==> config.mk <==
export PLATFORM = sky130hd
export DESIGN_NAME = calc_entry_ctrl
export DESIGN_NICKNAME = d
export VERILOG_FILES = /design/src/rtl/calc_pkg.sv /design/src/rtl/bin2bcd_seq.sv /design/src/rtl/calc_entry_ctrl.sv
export SDC_FILE = /design/constraint.sdc
export NUM_CORES = 1
export LEC_CHECK = 0
export CORE_MARGIN = 3
export CORE_UTILIZATION = 40
export CTS_BUF_LIST = sky130_fd_sc_hd__clkbuf_2
export CTS_CLUSTER_SIZE = 28
export DETAILED_ROUTE_END_ITERATION = 6
export PLACE_DENSITY = 0.68
export SETUP_SLACK_MARGIN = 0.2
export SKIP_CTS_REPAIR_TIMING = 1
export SLEW_MARGIN = 20
export SYNTH_ARGS = -nofsm -noshare
export SYNTH_HDL_FRONTEND = slang
export SYNTH_SLANG_ARGS = --single-unit
==> constraint.sdc <==
create_clock -name clk -period 3 [get_ports clk]
set_input_delay 0.45 -clock clk [delete_from_list [all_inputs] [get_ports clk]]
set_output_delay 0.45 -clock clk [all_outputs]
set_load 0.02 [all_outputs]
==> src/rtl/calc_pkg.sv <==
// Shared types and constants for the calculator keypad front-end.
package calc_pkg;

  typedef enum logic [3:0] {
    ENTER_A  = 4'd0,
    ENTER_OP = 4'd1,
    ENTER_B  = 4'd2,
    WR_A     = 4'd3,
    WR_OP    = 4'd4,
    WR_B     = 4'd5,
    RUN      = 4'd6,
    RD_RES   = 4'd7,
    CONV     = 4'd8,
    SHOW     = 4'd9,
    ERROR    = 4'd10
  } state_e;

  typedef enum logic [1:0] {
    OP_ADD = 2'd0,
    OP_SUB = 2'd1,
    OP_MUL = 2'd2,
    OP_DIV = 2'd3
  } op_e;

  localparam logic [4:0] KEY_BS  = 5'd10;
  localparam logic [4:0] KEY_CLR = 5'd11;
  localparam logic [4:0] KEY_ENT = 5'd12;
  localparam logic [4:0] KEY_OP0 = 5'd16;

endpackage

==> src/rtl/bin2bcd_seq.sv <==
// Iterative double-dabble: one result bit per cycle, done pulses after RES_W shifts.
module bin2bcd_seq #(
  parameter int RES_W = 16,
  parameter int ND    = 10
) (
  input  logic             clk,
  input  logic             nrst,
  input  logic             start_i,
  input  logic [RES_W-1:0] bin_i,
  output logic             busy_o,
  output logic             done_o,
  output logic [4*ND-1:0]  bcd_o
);
  localparam int CW = $clog2(RES_W + 1);

  logic [RES_W-1:0] sh_q;
  logic [4*ND-1:0]  bcd_q, adj;
  logic [CW-1:0]    cnt_q;
  logic             busy_q, done_q;

  // Add-3 correction on every nibble >= 5 before the shift.
  always_comb begin
    adj = bcd_q;
    for (int i = 0; i < ND; i++)
      if (bcd_q[4*i +: 4] > 4'd4) adj[4*i +: 4] = bcd_q[4*i +: 4] + 4'd3;
  end

  always_ff @(posedge clk or negedge nrst) begin
    if (!nrst) begin
      sh_q   <= '0;
      bcd_q  <= '0;
      cnt_q  <= '0;
      busy_q <= 1'b0;
      done_q <= 1'b0;
    end else begin
      done_q <= 1'b0;
      if (start_i) begin
        sh_q   <= bin_i;
        bcd_q  <= '0;
        cnt_q  <= CW'(RES_W);
        busy_q <= 1'b1;
      end else if (busy_q) begin
        bcd_q <= {adj[4*ND-2:0], sh_q[RES_W-1]};
        sh_q  <= sh_q << 1;
        cnt_q <= cnt_q - CW'(1);
        if (cnt_q == CW'(1)) begin
          busy_q <= 1'b0;
          done_q <= 1'b1;
        end
      end
    end
  end

  assign busy_o = busy_q;
  assign done_o = done_q;
  assign bcd_o  = bcd_q;

endmodule

==> src/rtl/calc_entry_ctrl.sv <==
// Keypad operand/operator entry, CPU data-memory handoff, run supervision and
// result-to-BCD display path for the FPGA calculator.
module calc_entry_ctrl
  import calc_pkg::*;
#(
  parameter int          DIGITS      = 2,
  parameter int          RES_W       = 16,
  parameter logic [31:0] ADDR_A      = 32'd220,
  parameter logic [31:0] ADDR_B      = 32'd240,
  parameter logic [31:0] ADDR_OP     = 32'd260,
  parameter logic [31:0] ADDR_RES    = 32'd280,
  parameter int unsigned TIMEOUT_CYC = 1_000_000
) (
  input  logic                                  clk,
  input  logic                                  nrst,
  input  logic                                  key_valid,
  input  logic [4:0]                            key_code,
  input  logic                                  cpu_done,
  input  logic                                  bus_ack,
  input  logic [31:0]                           bus_rdata,
  output logic                                  bus_req,
  output logic                                  bus_we,
  output logic [31:0]                           bus_addr,
  output logic [31:0]                           bus_wdata,
  output logic                                  cpu_en,
  output logic [4*((DIGITS > 10) ? DIGITS : 10)-1:0] disp_bcd,
  output logic [3:0]                            disp_state,
  output logic                                  err
);
  localparam int ND = (DIGITS > 10) ? DIGITS : 10;
  localparam int BW = 4 * DIGITS;
  localparam int DW = 4 * ND;

  function automatic logic [31:0] bcd2bin(input logic [BW-1:0] b);
    logic [31:0] v;
    v = '0;
    for (int i = DIGITS - 1; i >= 0; i--) v = v * 32'd10 + 32'(b[4*i +: 4]);
    return v;
  endfunction

  state_e        state_q, state_d, tgt_next;
  logic [BW-1:0] a_q, a_d, b_q, b_d;
  op_e           op_q, op_d;
  logic          opv_q, opv_d, err_q, err_d;
  logic          req_q, req_d, we_q, we_d, tgt_we;
  logic [31:0]   addr_q, addr_d, wdata_q, wdata_d, tgt_addr, tgt_wdata;
  logic [31:0]   tmo_q, tmo_d;
  logic          is_dig, is_op, key_clr;
  logic          conv_start, conv_busy, conv_done;
  logic [DW-1:0] conv_bcd;
  logic          rdata_unused;

  assign rdata_unused = ^{1'b0, bus_rdata};
  assign is_dig  = key_code < 5'd10;
  assign is_op   = key_code[4:2] == KEY_OP0[4:2];
  assign key_clr = key_valid && key_code == KEY_CLR &&
                   state_q inside {ENTER_A, ENTER_OP, ENTER_B, SHOW, ERROR};
  assign conv_start = state_q == RD_RES && req_q && bus_ack && !conv_busy;

  // Address/data/successor of the transfer owned by the current bus state.
  always_comb begin
    tgt_addr  = ADDR_RES;
    tgt_we    = 1'b0;
    tgt_wdata = '0;
    tgt_next  = CONV;
    case (state_q)
      WR_A:    begin tgt_addr = ADDR_A;  tgt_we = 1'b1; tgt_wdata = bcd2bin(a_q);   tgt_next = WR_OP; end
      WR_OP:   begin tgt_addr = ADDR_OP; tgt_we = 1'b1; tgt_wdata = {30'b0, op_q}; tgt_next = WR_B;  end
      WR_B:    begin tgt_addr = ADDR_B;  tgt_we = 1'b1; tgt_wdata = bcd2bin(b_q);   tgt_next = RUN;   end
      default: ;
    endcase
  end

  always_comb begin
    state_d = state_q;
    a_d     = a_q;
    b_d     = b_q;
    op_d    = op_q;
    opv_d   = opv_q;
    err_d   = err_q;
    req_d   = req_q;
    we_d    = we_q;
    addr_d  = addr_q;
    wdata_d = wdata_q;
    tmo_d   = tmo_q;
    case (state_q)
      ENTER_A: if (key_valid) begin
        if (is_dig)                 a_d = (a_q << 4) | BW'(key_code[3:0]);
        else if (key_code == KEY_BS) a_d = a_q >> 4;
        else if (key_code == KEY_ENT) state_d = ENTER_OP;
      end
      ENTER_OP: if (key_valid) begin
        if (key_code == KEY_BS) opv_d = 1'b0;
        else if (is_op) begin
          op_d  = op_e'(key_code[1:0]);
          opv_d = 1'b1;
        end else if (key_code == KEY_ENT && opv_q) state_d = ENTER_B;
      end
      ENTER_B: if (key_valid) begin
        if (is_dig)                 b_d = (b_q << 4) | BW'(key_code[3:0]);
        else if (key_code == KEY_BS) b_d = b_q >> 4;
        else if (key_code == KEY_ENT) state_d = WR_A;
      end
      // One idle cycle with req low on entry guarantees the inter-transfer gap.
      WR_A, WR_OP, WR_B, RD_RES: begin
        if (req_q && bus_ack) begin
          req_d   = 1'b0;
          state_d = tgt_next;
          tmo_d   = '0;
        end else if (!req_q) begin
          req_d   = 1'b1;
          we_d    = tgt_we;
          addr_d  = tgt_addr;
          wdata_d = tgt_wdata;
        end
      end
      RUN: begin
        if (cpu_done) state_d = RD_RES;
        else if (TIMEOUT_CYC != 0 && tmo_q == 32'(TIMEOUT_CYC - 1)) begin
          state_d = ERROR;
          err_d   = 1'b1;
        end else tmo_d = tmo_q + 32'd1;
      end
      CONV: if (conv_done) state_d = SHOW;
      SHOW, ERROR: if (key_valid && key_code == KEY_ENT) begin
        state_d = ENTER_A;
        a_d     = '0;
        b_d     = '0;
        opv_d   = 1'b0;
        err_d   = 1'b0;
      end
      default: state_d = ENTER_A;
    endcase
    if (key_clr) begin
      state_d = ENTER_A;
      a_d     = '0;
      b_d     = '0;
      opv_d   = 1'b0;
      err_d   = 1'b0;
    end
  end

  always_ff @(posedge clk or negedge nrst) begin
    if (!nrst) begin
      state_q <= ENTER_A;
      a_q     <= '0;
      b_q     <= '0;
      op_q    <= OP_ADD;
      opv_q   <= 1'b0;
      err_q   <= 1'b0;
      req_q   <= 1'b0;
      we_q    <= 1'b0;
      addr_q  <= '0;
      wdata_q <= '0;
      tmo_q   <= '0;
    end else begin
      state_q <= state_d;
      a_q     <= a_d;
      b_q     <= b_d;
      op_q    <= op_d;
      opv_q   <= opv_d;
      err_q   <= err_d;
      req_q   <= req_d;
      we_q    <= we_d;
      addr_q  <= addr_d;
      wdata_q <= wdata_d;
      tmo_q   <= tmo_d;
    end
  end

  bin2bcd_seq #(.RES_W(RES_W), .ND(ND)) u_b2b (
    .clk     (clk),
    .nrst    (nrst),
    .start_i (conv_start),
    .bin_i   (bus_rdata[RES_W-1:0]),
    .busy_o  (conv_busy),
    .done_o  (conv_done),
    .bcd_o   (conv_bcd)
  );

  always_comb begin
    disp_bcd = '0;
    case (state_q)
      ENTER_A, ENTER_OP: begin
        disp_bcd[BW-1:0] = a_q;
        if (opv_q) disp_bcd[DW-1 -: 4] = {2'b00, op_q};
      end
      ENTER_B: disp_bcd[BW-1:0] = b_q;
      SHOW:    disp_bcd = conv_bcd;
      ERROR:   disp_bcd = '1;
      default: ;
    endcase
  end

  assign bus_req    = req_q;
  assign bus_we     = we_q;
  assign bus_addr   = addr_q;
  assign bus_wdata  = wdata_q;
  assign cpu_en     = state_q == RUN;
  assign disp_state = state_q;
  assign err        = err_q;

endmodule

==> run summary, run 1 <==
The tools report the register cell area after layout as 3412 um2. Row generation in the floorplan step produced 53 rows. The count of filler cells inserted in the layout is 2067, and the share of Yosys cell area claimed by the top area cell type is 39.14%. The average cell area after synthesis works out to 8.713 um2. The power density over the cells is 797.7 nW/um2. The tools report the number of instances in the synthesized netlist as 998.

Once detail routing completed, the nets flagged for antenna violations numbered 0. For this run, the leading register cell type out of synthesis is dfrtp_1. The synthesized design contains 136 register bits. Of all nets on the critical path, the largest fanout is 8. The tree built by TritonCTS fans out to 136 sinks.

In this run the count of I/O pins placed on the die edge is 154. After synthesis, the most frequently instantiated cells are dfrtp_1, nand2_1, o21ai_0. The overall track demand over capacity in global routing was 17.45%; the worst slew margin relative to its limit was 40.25%. The hold violation total from the final report was 0; the worst supply voltage drop on vdd was 0.2958 mV. The tools report the cell at the root of the clock tree as clkbuf_2. In this run the worst hold path is classified as primary input to flop. The post-route netlist has 14.13% of its cells at a drive strength greater than 1. Effective utilization at floorplan: 40.98%. Clock-pin slew was measured on the worst setup and hold paths at 0.21 ns. Number of enable flip-flop cells after synthesis: 0.

The first global-routing pass estimated 34.13 mm of wire. The largest total area in the synthesized netlist belongs to dfrtp_1. The run gives 39.14% as the sequential fraction of the synthesis area. The die height works out to 153.4 um. The number of cells after detailed placement was 1336; the post-detailed-placement cell area was 9837 um2.

The maximum clock frequency is 355.5 MHz, and the core box area is 21220 um2. The share of flip-flops with an asynchronous set or reset after synthesis was 100.0%. Setup repair after global routing could not meet its margin everywhere.

Dividing the detail-routed via count by the number of cells gives 5.274. The routed design has 21.62 mm of wire. The total design power was 8146 uW; the area growth from synthesis to final layout was 17.44%.

The run finished with clean final reports. In the final layout, the multi-input gates occupy 4703 um2. The H-tree was split into 4 levels.

In the post-synthesis netlist, the cell with the most instances is dfrtp_1. Data arrives at the worst endpoint at 2.36 ns. The critical path is of the flop to primary output type. The net count reported at finish was 1172; the number of max-cap violations was 0. The number of clock buffers added by TritonCTS is 17.

Entering global routing, the biggest net connects 82 pins. The final count of negative-setup-slack endpoints came out at 0. TritonCTS built the clock tree.

The worst setup path is launched from a flop. The worst hold path cell count works out to 3. The smallest clock period supported by the final layout is computed as 2.813 ns.

For the pin with the worst max-slew slack, the measured transition is 0.8903 ns. At the worst endpoint, the required time is 2.55 ns. Counting along the longest clock path gives a buffer depth of 2. The finished layout holds 1387 standard cells, fillers aside. The endpoint of the worst hold path is u_b2b.sh_q[0]$_DFFE_PN0P_. The first routing iteration left 560 violations. The area of the die came out at 23550 um2. The worst setup path is captured at a primary output. Final hold analysis gives a worst-case slack of 0.2473 ns. The final route contains 7315 vias. The number of pins exceeding their max-slew limit in the final report was 0. Routed wire length per instance: 15.58 um.

The die is 153.4 um wide. The worst path uses 93.75% of the clock period. In this run the register-to-register setup slack is 0.34 ns.

The post-route cell area was 10210 um2; the post-route clock skew was 0.03895 ns. The static leakage was 0.004683 uW. The tools report the reg-to-reg startpoint as b_q[5]$_DFFE_PN0P_. For this run, design rule violations remaining after detail routing come to 0.

The count of buffers inserted at the top-level ports was 89. The number of global-route vias before repair came out at 6839. The HPWL after detailed placement is 14.58 mm.

For this run the aggregate overflow at the end of global routing stands at 0. The logs give 69 for the number of distinct library cell variants in the gate-level netlist after synthesis and 0.70 ns for the clock network latency to the later pin of the worst-skew pair. For the cell area after technology mapping, the log shows 8696 um2. The end of the worst register-to-register path is bus_wdata[6]$_DFFE_PN0P_. The first detailed-routing pass ran for 5 iterations.

Sorting the synthesized cells by area gives the leading types as dfrtp_1, o21ai_0, nand2_1, buf_4, ha_1. The tools report the count of warnings emitted by yosys as 0. The beginning of the worst hold path is bus_rdata[0]. For the worst flop-to-flop path, the logic depth is 8. The tools report the final RePlAce weighted congestion as 0.8725.

The tools report the number of antenna violations at the first check in global routing as 1.
## cell families (layout without fill, tap and decap cells)
group / after synthesis / in the layout / synth area share, %
simple gates: 322 / 322 / 19.08
compound gates: 264 / 264 / 18.94
buf+inv: 167 / 233 / 9.712
flops: 136 / 136 / 39.14
xor+xnor: 44 / 44 / 4.432
mux: 33 / 33 / 3.856
fa+ha+maj: 31 / 31 / 4.806
other cells: 1 / 49 / 0.04312
## layout make-up
class / count / share of cell area, %
Antenna cell: 1 / 0.02450
Clock buffer: 18 / 0.8821
Clock inverter: 13 / 1.507
Inverter: 64 / 2.352
Multi-Input combinational cell: 742 / 46.05
Sequential cell: 136 / 33.41
Tap cell: 275 / 3.369
Timing Repair Buffer: 138 / 12.40
## state kept, by name (all words and copies together) (netlist names)
signal and cells:
err 1, u_b2b.cnt_q 5, u_b2b.done_o 1, u_b2b.sh_q 16, disp_state 4, a_q 8, opv_q 1, bus_addr 6
b_q 8, bus_we 1, u_b2b.busy_o 1, u_b2b.bcd_o 40, tmo_q 32, bus_req 1, bus_wdata 9, op_q 2
## metrics by stage
step	TNS (ns)	worst slack [ns]	util (%)
6_report	0	0.1874	48.13
5_1_grt	0	0.03372	48.13
4_1_cts	-14.51	-0.4227	47.51
3_5_place_dp	0	0.2330	46.36
3_3_place_gp	0	0.2859	46.36
2_1_floorplan	0	0.5090	-
## worst max-delay path by stage
stage,slack [ns],end,from
after floorplan,0.51,bus_wdata[6]$_DFFE_PN0P_,b_q[5]$_DFFE_PN0P_
after global placement,0.29,disp_state[0]$_DFFE_PN0P_,key_code[2]
after detailed placement,0.23,b_q[1]$_DFFE_PN0P_,key_code[2]
after CTS,-0.42,disp_bcd[3],disp_state[2]$_DFFE_PN0P_
after global routing,0.03,disp_bcd[2],disp_state[1]$_DFFE_PN0P_
final,0.19,disp_bcd[2],disp_state[1]$_DFFE_PN0P_
## layer usage
metal	vias up	wire, um	global-route usage (%)
met4	0	388	4.836
li1	3592	-	-
met2	195	10300	28.28
met5	-	0	0
met3	29	1044	3.681
met1	3499	9885	23.80
## layout by cell type, fill, tap and decap left out, types with 5 or more instances in the layout
master           instances
and2_1                   9
ha_1                    27
buf_6                    8
and3_1                   8
a21o_1                  35
or3_1                    5
nor4b_1                  6
a22oi_1                  8
inv_1                   64
o21ai_0                100
o31ai_1                 22
nand2_1                129
a22o_1                  10
dfrtp_1                131
xnor2_1                 37
a21oi_1                 49
buf_4                   37
nand3_1                 18
clkbuf_2                50
nor2_1                  47
nand2b_1                 6
o21a_1                   5
mux2i_1                 29
nor3_1                  24
xor2_1                   7
nor3b_1                 14
buf_12                   7
o211ai_1                 5
nor4_1                   9
nor3_2                   8
nor2b_1                  7
clkdlybuf4s50_1         47
conb_1                  48
## where the power goes
part           switching, uW  total (uW)  internal (uW)
Sequential               745        3170           2430
Clock                    699        1160            457
Combinational           2110        3820           1710
Total                   3550        8150           4590
## worst max-delay path, stage by stage, from the launching register on
cell	delay [ns]
dfrtp_2	0.50
buf_6	0.16
nor4bb_4	0.27
buf_4	0.21
clkbuf_16	0.17
a21oi_1	0.08
nand2_1	0.10
clkbuf_2	0.17
(Power assumes the default switching activity.)
==> run 2, diff against run 1 <==
--- a/config.mk
+++ b/config.mk
@@ -6,11 +6,12 @@
 export NUM_CORES = 1
 export LEC_CHECK = 0
 export CORE_MARGIN = 3
-export CORE_UTILIZATION = 40
+export CORE_UTILIZATION = 41
 export CTS_BUF_LIST = sky130_fd_sc_hd__clkbuf_2
 export CTS_CLUSTER_SIZE = 28
 export DETAILED_ROUTE_END_ITERATION = 6
-export PLACE_DENSITY = 0.68
+export GPL_ROUTABILITY_DRIVEN = 1
+export PLACE_DENSITY = 0.7
 export SETUP_SLACK_MARGIN = 0.2
 export SKIP_CTS_REPAIR_TIMING = 1
 export SLEW_MARGIN = 20
==> run 2 against run 1 <==
Against the previous run:
- first-iteration DRC count fell by 19%
- die area fell by 2.3%
- global-route usage rose by 1.1 points
- clock power barely moved
- critical path type unchanged
- highest routed layer unchanged
==> run summary, run 2 (synthesis gave the netlist of run 1 again) <==
The run finished with clean final reports. The logs give 0 (unchanged) for the final count of negative-setup-slack endpoints and 2.55 ns (about the same) for the required time at the endpoint of the critical path. The worst hold path cell count came out at 3 (unchanged).

For the worst reg-to-reg setup slack, the log shows 0.37 ns (+0.03 ns). The overall overflow remaining after global route was 0 (unchanged); the shortest period the worst path allows was 2.763 ns (-0.05003 ns). The horizontal die dimension came out at 151.6 um (-1.2%).

The net count reported at finish came out at 1176 (+0.34%). In this run the worst hold path is classified as primary input to flop. The count of antenna-violating nets left after detailed routing was 0 (unchanged). The share of the cycle needed by the critical path after routing came out at 92.09% (-1.7 points).

The number of optimization iterations in the first detailed-route pass is 5 (unchanged). The hold violation total from the final report is 0 (unchanged). Compared with the post-synthesis result, the final layout area differs by 16.56%.

Power density over the cells: 804.8 nW/um2 (+0.89%). Number of levels in the clock H-tree: 4 (unchanged). Setup repair after global routing could not meet its margin everywhere. Total length of routed wires: 21.71 mm (+0.44%).

The power share of the sequential group is 38.6% (-0.3 points). The worst hold path begins at bus_rdata[0]. The routed wire length per instance came out at 15.65 um (+0.44%).

The setup TNS after final layout was 0 ns (unchanged). The via total after detailed routing came out at 7382 (+0.92%). The post-CTS clock slew at the launch and capture registers of the worst setup and hold paths is 0.20 ns (about the same), and the area of the die is 22990 um2 (-2.3%).

Number of global-route vias before repair: 7017 (+2.6%). The worst setup path is launched from a flop. For the clock network latency to the later pin of the worst-skew pair, the log shows 0.71 ns (about the same). The logs give 0.03948 ns (+0.0005308 ns) for the post-route clock skew and 0.2579 ns (+0.01059 ns) for the worst-case hold slack. The tools report the core box area as 20560 um2 (-3.1%). The endpoint identified for the worst register-to-register timing path is bus_wdata[8]$_DFFE_PN0P_. The tools report the maximum clock frequency as 362.0 MHz (+1.8%). The maximum number of pins on one net before global-route repair is 73 (-11%). The run gives 2 (unchanged) as the maximum clock path buffer count. The largest fanout on the critical path came out at 11 (+3). The number of max-cap violations is 0 (unchanged), and the worst slew margin relative to its limit is 35.05% (-5.2 points). The tools report the reg-to-reg startpoint as b_q[5]$_DFFE_PN0P_.

For the number of rows created at floorplan, the log shows 52 (-1.9%). The share of total power in combinational logic is 47.1% (+0.2 points). The run gives 17 (unchanged) as the TritonCTS buffer count. The internal power contribution is 4618 uW (+0.56%), and the measured slew at the worst slew-check pin is 0.9677 ns (+0.07748 ns).

The HPWL after detailed placement came out at 14.87 mm (+2.0%). The die height came out at 151.6 um (-1.2%). The top cell types in the final layout, fill and taps aside, are nand2_1, dfrtp_1, o21ai_0. The worst setup path is captured at a primary output. The type of the worst setup path was flop to primary output. The data arrival time of the critical path is 2.31 ns (-0.05 ns), and the share of total power in the clock network is 14.3% (about the same). The number of primary I/O pins is 154 (unchanged), and the total DRC errors in the routed layout is 0 (unchanged). The detail-routed via count per cell was 5.322 (+0.92%). The worst-case reg-to-reg path depth is 7 (-1), and the effective utilization at floorplan is 42.30% (+1.3 points). The worst hold path terminates at u_b2b.sh_q[0]$_DFFE_PN0P_. TritonCTS built the clock tree.

The number of flip-flops in the largest register is 40 (unchanged). The overall track demand over capacity in global routing is 18.57% (+1.1 points). The iteration-0 DRC count of the detailed router is 455 (-19%). The static leakage is 0.004685 uW (about the same), and the number of antenna violations at the first check in global routing is 1 (unchanged). The tools report the cell at the root of the clock tree as clkbuf_2. Clock sink count: 136 (unchanged). The run gives 49.30% (+1.2 points) as the end-of-flow core utilization.

The global-route wire length before repair was 34.52 mm (+1.1%); the switching part of the total power was 43.39% (-0.24 points). The number of pins exceeding their max-slew limit in the final report is 0 (unchanged), and the final RePlAce weighted congestion is 0.9300 (+6.6%). The switching power total was 3539 uW (-0.41%); the worst supply voltage drop on vdd was 0.3741 mV (+26%). The fraction of final layout cells with drive strength greater than 1 came out at 14.34% (+0.21 points). The count of buffers inserted at the top-level ports came out at 89 (unchanged).
run 2: cell count changes in the layout (fill, tap and decap cells not counted), moves of 2 or more:
| cell | before | now |
|---|---|---|
| buf_4 | 37 | 51 |
| buf_6 | 8 | 4 |
| clkinv_4 | 0 | 4 |
| a21oi_1 | 49 | 52 |
| buf_12 | 7 | 4 |
| a21oi_4 | 2 | 0 |
| buf_8 | 2 | 0 |
| clkinvlp_4 | 4 | 2 |
| inv_6 | 2 | 0 |
| nand2_1 | 129 | 131 |
| nand2_2 | 2 | 0 |
run 2: area by class of cell:
class	count	area [um2]
antenna	1	2.502
clock buffer	20	100.1
clock inverter	12	152.6
fill	1968	10420
inverter	64	240.2
multi-input combinational	742	4677
sequential	136	3415
tap	270	337.8
timing repair buffer	142	1211
run 2: power by group through the flow:
stage          clock network, uW  logic, uW  registers, uW
6_report                    1170       3840           3150
4_1_cts                     1200       3680           3180
5_1_grt                     1280       4310           3250
3_3_place_gp                   0       3560           3200
2_1_floorplan                  0       2620           3010
3_5_place_dp                   0       3670           3210
run 2: metal layers:
metal	track usage, %	up-vias	share of wire, %
met5	0	-	0
met4	4.492	0	1.3
met3	4.015	23	6.6
met2	30.81	248	48
met1	24.89	3505	44
li1	-	3606	-
run 2: worst max-delay path, cell delays in order, from the launching register on:
cell	delay, ns
dfrtp_4	0.58
buf_4	0.17
nor4b_2	0.23
buf_4	0.23
a22oi_1	0.11
nand2_1	0.12
clkbuf_2	0.18
run 2: worst max path at each step:
stage                               end  slack, ns                      start
2_1_floorplan  bus_wdata[6]$_DFFE_PN0P_       0.51         b_q[5]$_DFFE_PN0P_
3_3_place_gp         b_q[7]$_DFFE_PN0P_       0.28                key_code[2]
3_5_place_dp         b_q[4]$_DFFE_PN0P_       0.24                key_code[2]
4_1_cts                     disp_bcd[3]      -0.36  disp_state[2]$_DFFE_PN0P_
5_1_grt                     disp_bcd[5]       0.12  disp_state[2]$_DFFE_PN0P_
6_report                    disp_bcd[2]       0.24  disp_state[2]$_DFFE_PN0P_
run 2: metrics by stage:
step | cell area, um2 | setup slack, ns | total power (uW) | std cells
6_report | 10140 | 0.2374 | 8157 | 1387
5_1_grt | 10140 | 0.1236 | 8844 | 1387
4_1_cts | 10090 | -0.3634 | 8063 | 1366
3_5_place_dp | 9834 | 0.2413 | 6878 | 1334
3_3_place_gp | 9834 | 0.2757 | 6755 | 1334
2_1_floorplan | 8872 | 0.5090 | 5624 | 1045
==> run 3, diff against run 2 <==
--- a/config.mk
+++ b/config.mk
@@ -14,7 +14,7 @@
 export PLACE_DENSITY = 0.7
 export SETUP_SLACK_MARGIN = 0.2
 export SKIP_CTS_REPAIR_TIMING = 1
-export SLEW_MARGIN = 20
+export SLEW_MARGIN = 25
 export SYNTH_ARGS = -nofsm -noshare
 export SYNTH_HDL_FRONTEND = slang
 export SYNTH_SLANG_ARGS = --single-unit
==> results of run 3 <==
Same layout as run 2: the final DEF is identical, and so are final timing and power.
